<file path="config.mk">
export PLATFORM = sky130hd
export DESIGN_NAME = instr_dispatch_ctrl
export DESIGN_NICKNAME = d
export VERILOG_FILES = /design/src/rtl/tinyml_isa_pkg.sv /design/src/rtl/instr_field_decode.sv /design/src/rtl/instr_dispatch_ctrl.sv
export SDC_FILE = /design/constraint.sdc
export NUM_CORES = 1
export LEC_CHECK = 0
export CORE_ASPECT_RATIO = 1.5
export CORE_MARGIN = 2
export CORE_UTILIZATION = 58
export CTS_BUF_LIST = sky130_fd_sc_hd__clkbuf_4 sky130_fd_sc_hd__clkbuf_8 sky130_fd_sc_hd__clkbuf_16
export DETAILED_ROUTE_END_ITERATION = 12
export DONT_BUFFER_PORTS = 1
export GPL_TIMING_DRIVEN = 0
export PLACE_DENSITY = 0.74
export SYNTH_ARGS = -nofsm -noshare
export SYNTH_HDL_FRONTEND = slang
export SYNTH_SLANG_ARGS = --single-unit
</file>
<file path="constraint.sdc">
create_clock -name clk -period 2.6 [get_ports clk]
set_clock_uncertainty 0.15 [all_clocks]
set_input_delay 0.52 -clock clk [delete_from_list [all_inputs] [get_ports clk]]
set_output_delay 0.52 -clock clk [all_outputs]
set_load 0.02 [all_outputs]
</file>
<file path="src/rtl/tinyml_isa_pkg.sv">
// Shared ISA definitions for the TinyML accelerator sequencer: opcodes,
// instruction field positions, execution unit indices and error codes.
package tinyml_isa_pkg;

  localparam int INSTR_W      = 64;
  localparam int FIELD_LEN_W  = 20;
  localparam int FIELD_ADDR_W = 24;
  localparam int NUM_UNITS    = 4;

  localparam int OPCODE_MSB = 63;
  localparam int OPCODE_LSB = 59;
  localparam int DEST_MSB   = 58;
  localparam int DEST_LSB   = 54;
  localparam int SRC1_MSB   = 53;
  localparam int SRC1_LSB   = 49;
  localparam int SRC2_MSB   = 48;
  localparam int SRC2_LSB   = 44;
  localparam int LEN_MSB    = 43;
  localparam int LEN_LSB    = 24;
  localparam int ADDR_MSB   = 23;
  localparam int ADDR_LSB   = 0;

  localparam int UNIT_LOAD  = 0;
  localparam int UNIT_STORE = 1;
  localparam int UNIT_GEMV  = 2;
  localparam int UNIT_RELU  = 3;

  typedef enum logic [4:0] {
    OP_NOP    = 5'd0,
    OP_LOAD_V = 5'd1,
    OP_LOAD_M = 5'd2,
    OP_STORE  = 5'd3,
    OP_GEMV   = 5'd4,
    OP_RELU   = 5'd5,
    OP_HALT   = 5'd31
  } opcode_e;

  typedef enum logic [1:0] {
    ERR_NONE    = 2'd0,
    ERR_ILLEGAL = 2'd1,
    ERR_TIMEOUT = 2'd2
  } err_code_e;

endpackage

</file>
<file path="src/rtl/instr_field_decode.sv">
// Purely combinational instruction decoder: splits a 64-bit instruction into
// its fields and classifies the opcode (target unit, matrix load, halt, nop).
module instr_field_decode
  import tinyml_isa_pkg::*;
(
  input  logic [INSTR_W-1:0]      instr,
  output logic [4:0]              dest,
  output logic [4:0]              src1,
  output logic [4:0]              src2,
  output logic [FIELD_LEN_W-1:0]  len,
  output logic [FIELD_ADDR_W-1:0] addr,
  output logic [NUM_UNITS-1:0]    unit_onehot,
  output logic                    is_mat,
  output logic                    illegal,
  output logic                    is_halt,
  output logic                    is_nop
);

  logic [4:0] opcode;

  assign opcode = instr[OPCODE_MSB:OPCODE_LSB];
  assign dest   = instr[DEST_MSB:DEST_LSB];
  assign src1   = instr[SRC1_MSB:SRC1_LSB];
  assign src2   = instr[SRC2_MSB:SRC2_LSB];
  assign len    = instr[LEN_MSB:LEN_LSB];
  assign addr   = instr[ADDR_MSB:ADDR_LSB];

  // Both load flavours share the load unit; only LOAD_M flags a matrix target.
  always_comb begin
    unit_onehot = '0;
    is_mat      = 1'b0;
    illegal     = 1'b0;
    is_halt     = 1'b0;
    is_nop      = 1'b0;
    case (opcode)
      OP_NOP:    is_nop = 1'b1;
      OP_LOAD_V: unit_onehot[UNIT_LOAD] = 1'b1;
      OP_LOAD_M: begin
        unit_onehot[UNIT_LOAD] = 1'b1;
        is_mat                 = 1'b1;
      end
      OP_STORE:  unit_onehot[UNIT_STORE] = 1'b1;
      OP_GEMV:   unit_onehot[UNIT_GEMV]  = 1'b1;
      OP_RELU:   unit_onehot[UNIT_RELU]  = 1'b1;
      OP_HALT:   is_halt = 1'b1;
      default:   illegal = 1'b1;
    endcase
  end

endmodule

</file>
<file path="src/rtl/instr_dispatch_ctrl.sv">
// Instruction sequencer: fetches one instruction at a time, decodes it and
// dispatches it to one of four execution units, with halt/error/timeout handling.
module instr_dispatch_ctrl
  import tinyml_isa_pkg::*;
#(
  parameter int INSTR_WIDTH    = 64,
  parameter int ADDR_WIDTH     = 24,
  parameter int LEN_WIDTH      = 20,
  parameter int TIMEOUT_CYCLES = 65536
) (
  input  logic                   clk,
  input  logic                   rst_n,
  input  logic                   start_i,
  input  logic                   clear_i,
  output logic                   fetch_en_o,
  input  logic                   fetch_done_i,
  input  logic [INSTR_WIDTH-1:0] instr_i,
  output logic [3:0]             unit_start_o,
  input  logic [3:0]             unit_done_i,
  output logic                   load_is_mat_o,
  output logic [4:0]             dest_o,
  output logic [4:0]             src1_o,
  output logic [4:0]             src2_o,
  output logic [LEN_WIDTH-1:0]   len_o,
  output logic [ADDR_WIDTH-1:0]  addr_o,
  output logic                   busy_o,
  output logic                   halted_o,
  output logic                   err_o,
  output logic [1:0]             err_code_o,
  output logic [31:0]            instr_count_o
);

  localparam logic [2:0] S_IDLE     = 3'd0;
  localparam logic [2:0] S_FETCH    = 3'd1;
  localparam logic [2:0] S_WAIT_F   = 3'd2;
  localparam logic [2:0] S_DECODE   = 3'd3;
  localparam logic [2:0] S_DISPATCH = 3'd4;
  localparam logic [2:0] S_EXEC     = 3'd5;
  localparam logic [2:0] S_HALTED   = 3'd6;
  localparam logic [2:0] S_ERROR    = 3'd7;

  localparam int            TW    = $clog2(TIMEOUT_CYCLES);
  localparam logic [TW-1:0] TLAST = TW'(TIMEOUT_CYCLES - 1);

  logic [2:0]              state;
  logic [INSTR_WIDTH-1:0]  instr_q;
  logic [TW-1:0]           tcount;
  logic [31:0]             count_q;
  logic [1:0]              err_code_q;
  logic [3:0]              unit_sel_q;

  logic [4:0]              dec_dest;
  logic [4:0]              dec_src1;
  logic [4:0]              dec_src2;
  logic [FIELD_LEN_W-1:0]  dec_len;
  logic [FIELD_ADDR_W-1:0] dec_addr;
  logic [3:0]              dec_unit;
  logic                    dec_mat;
  logic                    dec_illegal;
  logic                    dec_halt;
  logic                    dec_nop;

  instr_field_decode u_decode (
    .instr       (instr_q),
    .dest        (dec_dest),
    .src1        (dec_src1),
    .src2        (dec_src2),
    .len         (dec_len),
    .addr        (dec_addr),
    .unit_onehot (dec_unit),
    .is_mat      (dec_mat),
    .illegal     (dec_illegal),
    .is_halt     (dec_halt),
    .is_nop      (dec_nop)
  );

  // Main sequencer; clear_i outranks every transition and keeps the retire count.
  always_ff @(posedge clk or negedge rst_n) begin
    if (!rst_n) begin
      state      <= S_IDLE;
      instr_q    <= '0;
      tcount     <= '0;
      count_q    <= '0;
      err_code_q <= ERR_NONE;
      unit_sel_q <= '0;
    end else if (clear_i) begin
      state      <= S_IDLE;
      err_code_q <= ERR_NONE;
    end else begin
      case (state)
        S_IDLE:   if (start_i) state <= S_FETCH;
        S_FETCH:  state <= S_WAIT_F;
        S_WAIT_F: begin
          if (fetch_done_i) begin
            instr_q <= instr_i;
            state   <= S_DECODE;
          end
        end
        S_DECODE: begin
          unit_sel_q <= dec_unit;
          if (dec_nop) begin
            count_q <= count_q + 32'd1;
            state   <= S_FETCH;
          end else if (dec_halt) begin
            count_q <= count_q + 32'd1;
            state   <= S_HALTED;
          end else if (dec_illegal) begin
            err_code_q <= ERR_ILLEGAL;
            state      <= S_ERROR;
          end else begin
            state <= S_DISPATCH;
          end
        end
        S_DISPATCH: begin
          tcount <= '0;
          state  <= S_EXEC;
        end
        // A done on the final allowed cycle still retires instead of timing out.
        S_EXEC: begin
          if (|(unit_done_i & unit_sel_q)) begin
            count_q <= count_q + 32'd1;
            state   <= S_FETCH;
          end else if (tcount == TLAST) begin
            err_code_q <= ERR_TIMEOUT;
            state      <= S_ERROR;
          end else begin
            tcount <= tcount + TW'(1);
          end
        end
        S_HALTED: if (start_i) state <= S_FETCH;
        default:  ;
      endcase
    end
  end

  // Decoded fields stay visible until the next instruction is decoded.
  always_ff @(posedge clk or negedge rst_n) begin
    if (!rst_n) begin
      load_is_mat_o <= 1'b0;
      dest_o        <= '0;
      src1_o        <= '0;
      src2_o        <= '0;
      len_o         <= '0;
      addr_o        <= '0;
    end else if (!clear_i && state == S_DECODE) begin
      load_is_mat_o <= dec_mat;
      dest_o        <= dec_dest;
      src1_o        <= dec_src1;
      src2_o        <= dec_src2;
      len_o         <= LEN_WIDTH'(dec_len);
      addr_o        <= ADDR_WIDTH'(dec_addr);
    end
  end

  // Handshake pulses are suppressed in a cycle where clear_i is asserted.
  assign fetch_en_o    = (state == S_FETCH) && !clear_i;
  assign unit_start_o  = (state == S_DISPATCH && !clear_i) ? unit_sel_q : 4'b0000;
  assign busy_o        = !(state inside {S_IDLE, S_HALTED, S_ERROR});
  assign halted_o      = (state == S_HALTED);
  assign err_o         = (state == S_ERROR);
  assign err_code_o    = err_code_q;
  assign instr_count_o = count_q;

endmodule

</file>
==> impl_metrics.json <==
{
  "status": "finished with violations",
  "violations": "negative hold slack",
  "syn_inst": 738,
  "place_inst": 900,
  "period_needed_ns": 2.50,
  "ir_worst_vdd_mv": 0.658,
  "rows": 52,
  "startpoint_type": "flop",
  "dp_hpwl_um": 12200,
  "worstReg2RegEnd": "instr_q[5]",
  "hold_violations": 181,
  "holdWs_ns": -0.359,
  "min_period_over_period_pct": 96.3,
  "place_congestion": 0.872,
  "antenna_found_initial": 2,
  "synth_edf_count": 0,
  "crit_chain": "buf_6 > or3b_4 > nor2_4 > and2_2",
  "root_buffer": "clkbuf_16",
  "synth.distinct_cells": 61,
  "endpoint_kind": "output pin",
  "crit_slowest_cell": "or3b_4",
  "cts_max_level": 4,
  "io_buffers": 0,
  "ioPinCount": 175,
  "slew_violations": 0,
  "p_per_area_mw_per_mm2": 1070,
  "cts_buffers": 17,
  "drt_first_pass_iters": 4,
  "fin_nets": 833,
  "cp.required_ns": 1.93,
  "cp_num_buf_inv": 1,
  "worst_r2r_startpoint": "state[0]",
  "grt_pass1_wl_um": 28500,
  "rrSetupSlack_ns": 0.25,
  "ctsLongestPathBuffers": 2,
  "drv_cap": 0,
  "die_area_mm2": 0.0145,
  "instances_no_fill": 935,
  "setup_tns_ns": 0,
  "drt_wl_total_um": 17200,
  "wl_per_cell_um": 18.4,
  "cts_sinks": 181,
  "cts_tree": "built",
  "hp-class": "in -> async",
  "core_mm2": 0.0134,
  "area_growth_pct": 10.9,
  "worst_r2r_path_depth": 5,
  "num_vias": 5355,
  "ys.flop_type": "dfrtp_1",
  "syn_area_per_cell_um2": 10.7,
  "grt_overflow": 0,
  "path_class": "reg -> out",
  "synth_warnings": 0,
  "setup_violations": 0,
  "die_x_um": 99.1,
  "ant_nets": 0,
  "ys_ff_latch": 181,
  "fp.dieH_um": 147,
  "drive_gt1_share_pct": 16.6,
  "yosysSeqAreaShare_pct": 57.6,
  "drt_iter0_markers": 244,
  "worstPathArrival_ns": 1.83,
  "async_reset_ff_share_pct": 100,
  "max_freq_ghz": 0.400,
  "rsz0062_at_grt": "no",
  "drcViolationCount": 0,
  "syn-cell-area_mm2": 0.00787,
  "cpPeakStageDelay_ns": 0.47,
  "grtUsageTotal_pct": 24.6,
  "path_max_fanout": 12,
  "layout_common_cells": "226 x nand2_1, 181 x dfrtp_1, 64 x mux2_2, 26 x nor2_1, 22 x clkbuf_1",
  "grt_pass1_vias": 5578,
  "worst_pin_slew_ns": 0.799,
  "worstSkewPairLatency_ns": 0.42,
  "path_clk_slew_ns": 0.07,
  "slew_headroom_pct": 45.4,
  "power_uw": 9300,
  "grt_start_max_net_pins": 182,
  "initial_core_util_pct": 58.7,
  "syn_nets": 813,
  "final_common_cell": "nand2_1",
  "vias_per_cell": 5.73,
  "path_delay_family": "simple AND/OR/NAND/NOR gates",
  "p_leak_uw": 0.00421,
  "crit_start": "state[1]"
}
[worst max path at each step]
stage	endpoint	slack [ns]	cells after the start
6_report	unit_start_o[3]	0.1	4
5_1_grt	fetch_en_o	0.003	2
4_1_cts	unit_start_o[0]	0.005	5
3_5_place_dp	src1_o[0]	0.07	7
3_3_place_gp	dest_o[2]	0.13	7
2_1_floorplan	unit_start_o[0]	0.38	4
[worst register-to-register path, stage by stage, from the launching register on]
cell and delay (ns):
dfrtp_1 0.38, buf_2 0.27, nor2_1 0.08, nand4_1 0.42, clkbuf_1 0.54, mux2_2 0.40
[per-stage QoR]
stage	hold slack, ns	area (um^2)	utilization, %	setup WS [ns]
CTS	-0.370	8720	65.0	0.00479
global placement	0.0804	8070	60.2	0.126
floorplan	0.0744	7870	-	0.384
global route	-0.380	8720	65.1	0.00279
finish	-0.359	8720	65.1	0.0975
detailed placement	0.0807	8070	60.2	0.0740
[state kept, by name (all words and copies together), names as in the netlist, 4 cells and up]
| name | flops |
|---|---|
| instr_q | 64 |
| instr_count_o | 32 |
| addr_o | 24 |
| len_o | 20 |
| tcount | 16 |
| dest_o | 5 |
| src1_o | 5 |
| src2_o | 5 |
| unit_sel_q | 4 |
[area by class of cell]
type | count | area, um^2
Sequential cell | 181 | 4530
Buffer | 37 | 166
Fill cell | 1047 | 4680
Antenna cell | 2 | 5.00
Tap cell | 162 | 203
Multi-Input combinational cell | 508 | 3140
Clock buffer | 18 | 439
Inverter | 11 | 41.3
Timing Repair Buffer | 2 | 15.0
Clock inverter | 14 | 184
[timing repair]
action	CTS	global route
setup buffers	1	1
endpoints found under the setup margin	5	15
cloned	0	0
pin swaps	1	1
gates resized for setup	8	3
endpoints found under the hold margin	181	181
[metal layers]
layer,part of all wire (%),routed length (um),vias up,global-route usage [%]
met5,0.076,13,-,0
met4,2.2,379,2,8.56
met3,7.2,1240,26,7.75
met2,53,9070,172,42.5
met1,38,6490,2630,28.7
li1,-,-,2525,-
[cell usage after synthesis (all sizes together), types with 3 or more instances]
cell type	count	area [um^2]
a211oi	6	45.0
a21oi	12	60.1
a31oi	4	25.0
and2	6	37.5
and3	7	43.8
and4	3	26.3
buf	16	93.8
clkbuf	22	82.6
dfrtp	181	4530
inv	11	41.3
mux2	64	721
mux2i	9	90.1
nand2	226	848
nand2b	10	62.6
nand3	19	95.1
nand4	13	81.3
nor2	28	105
nor3	13	81.3
nor3b	4	30.0
nor4	4	31.3
o21ai	5	25.0
o31ai	3	41.3
o41ai	4	35.0
xnor2	21	184
xor2	11	96.3
[power breakdown]
group          total (uW)  switching, uW  internal (uW)
combinational        1710            903            809
sequential           4920           1190           3720
clock                2670           1180           1500
[cell families (layout without fill, tap and decap cells)]
logic type | count (synthesis) | after routing | synth area share, %
AND/OR/NAND/NOR | 346 | 346 | 19.7
other | 0 | 2 | 0
AO/OA/AOI/OAI | 55 | 55 | 5.80
XOR/XNOR | 32 | 32 | 3.56
flip-flops | 181 | 181 | 57.6
buffers and inverters | 49 | 82 | 2.77
multiplexers | 73 | 73 | 10.3
adder cells (fa/ha/maj) | 2 | 2 | 0.318
Note: power is estimated with default switching activity, not from simulation.
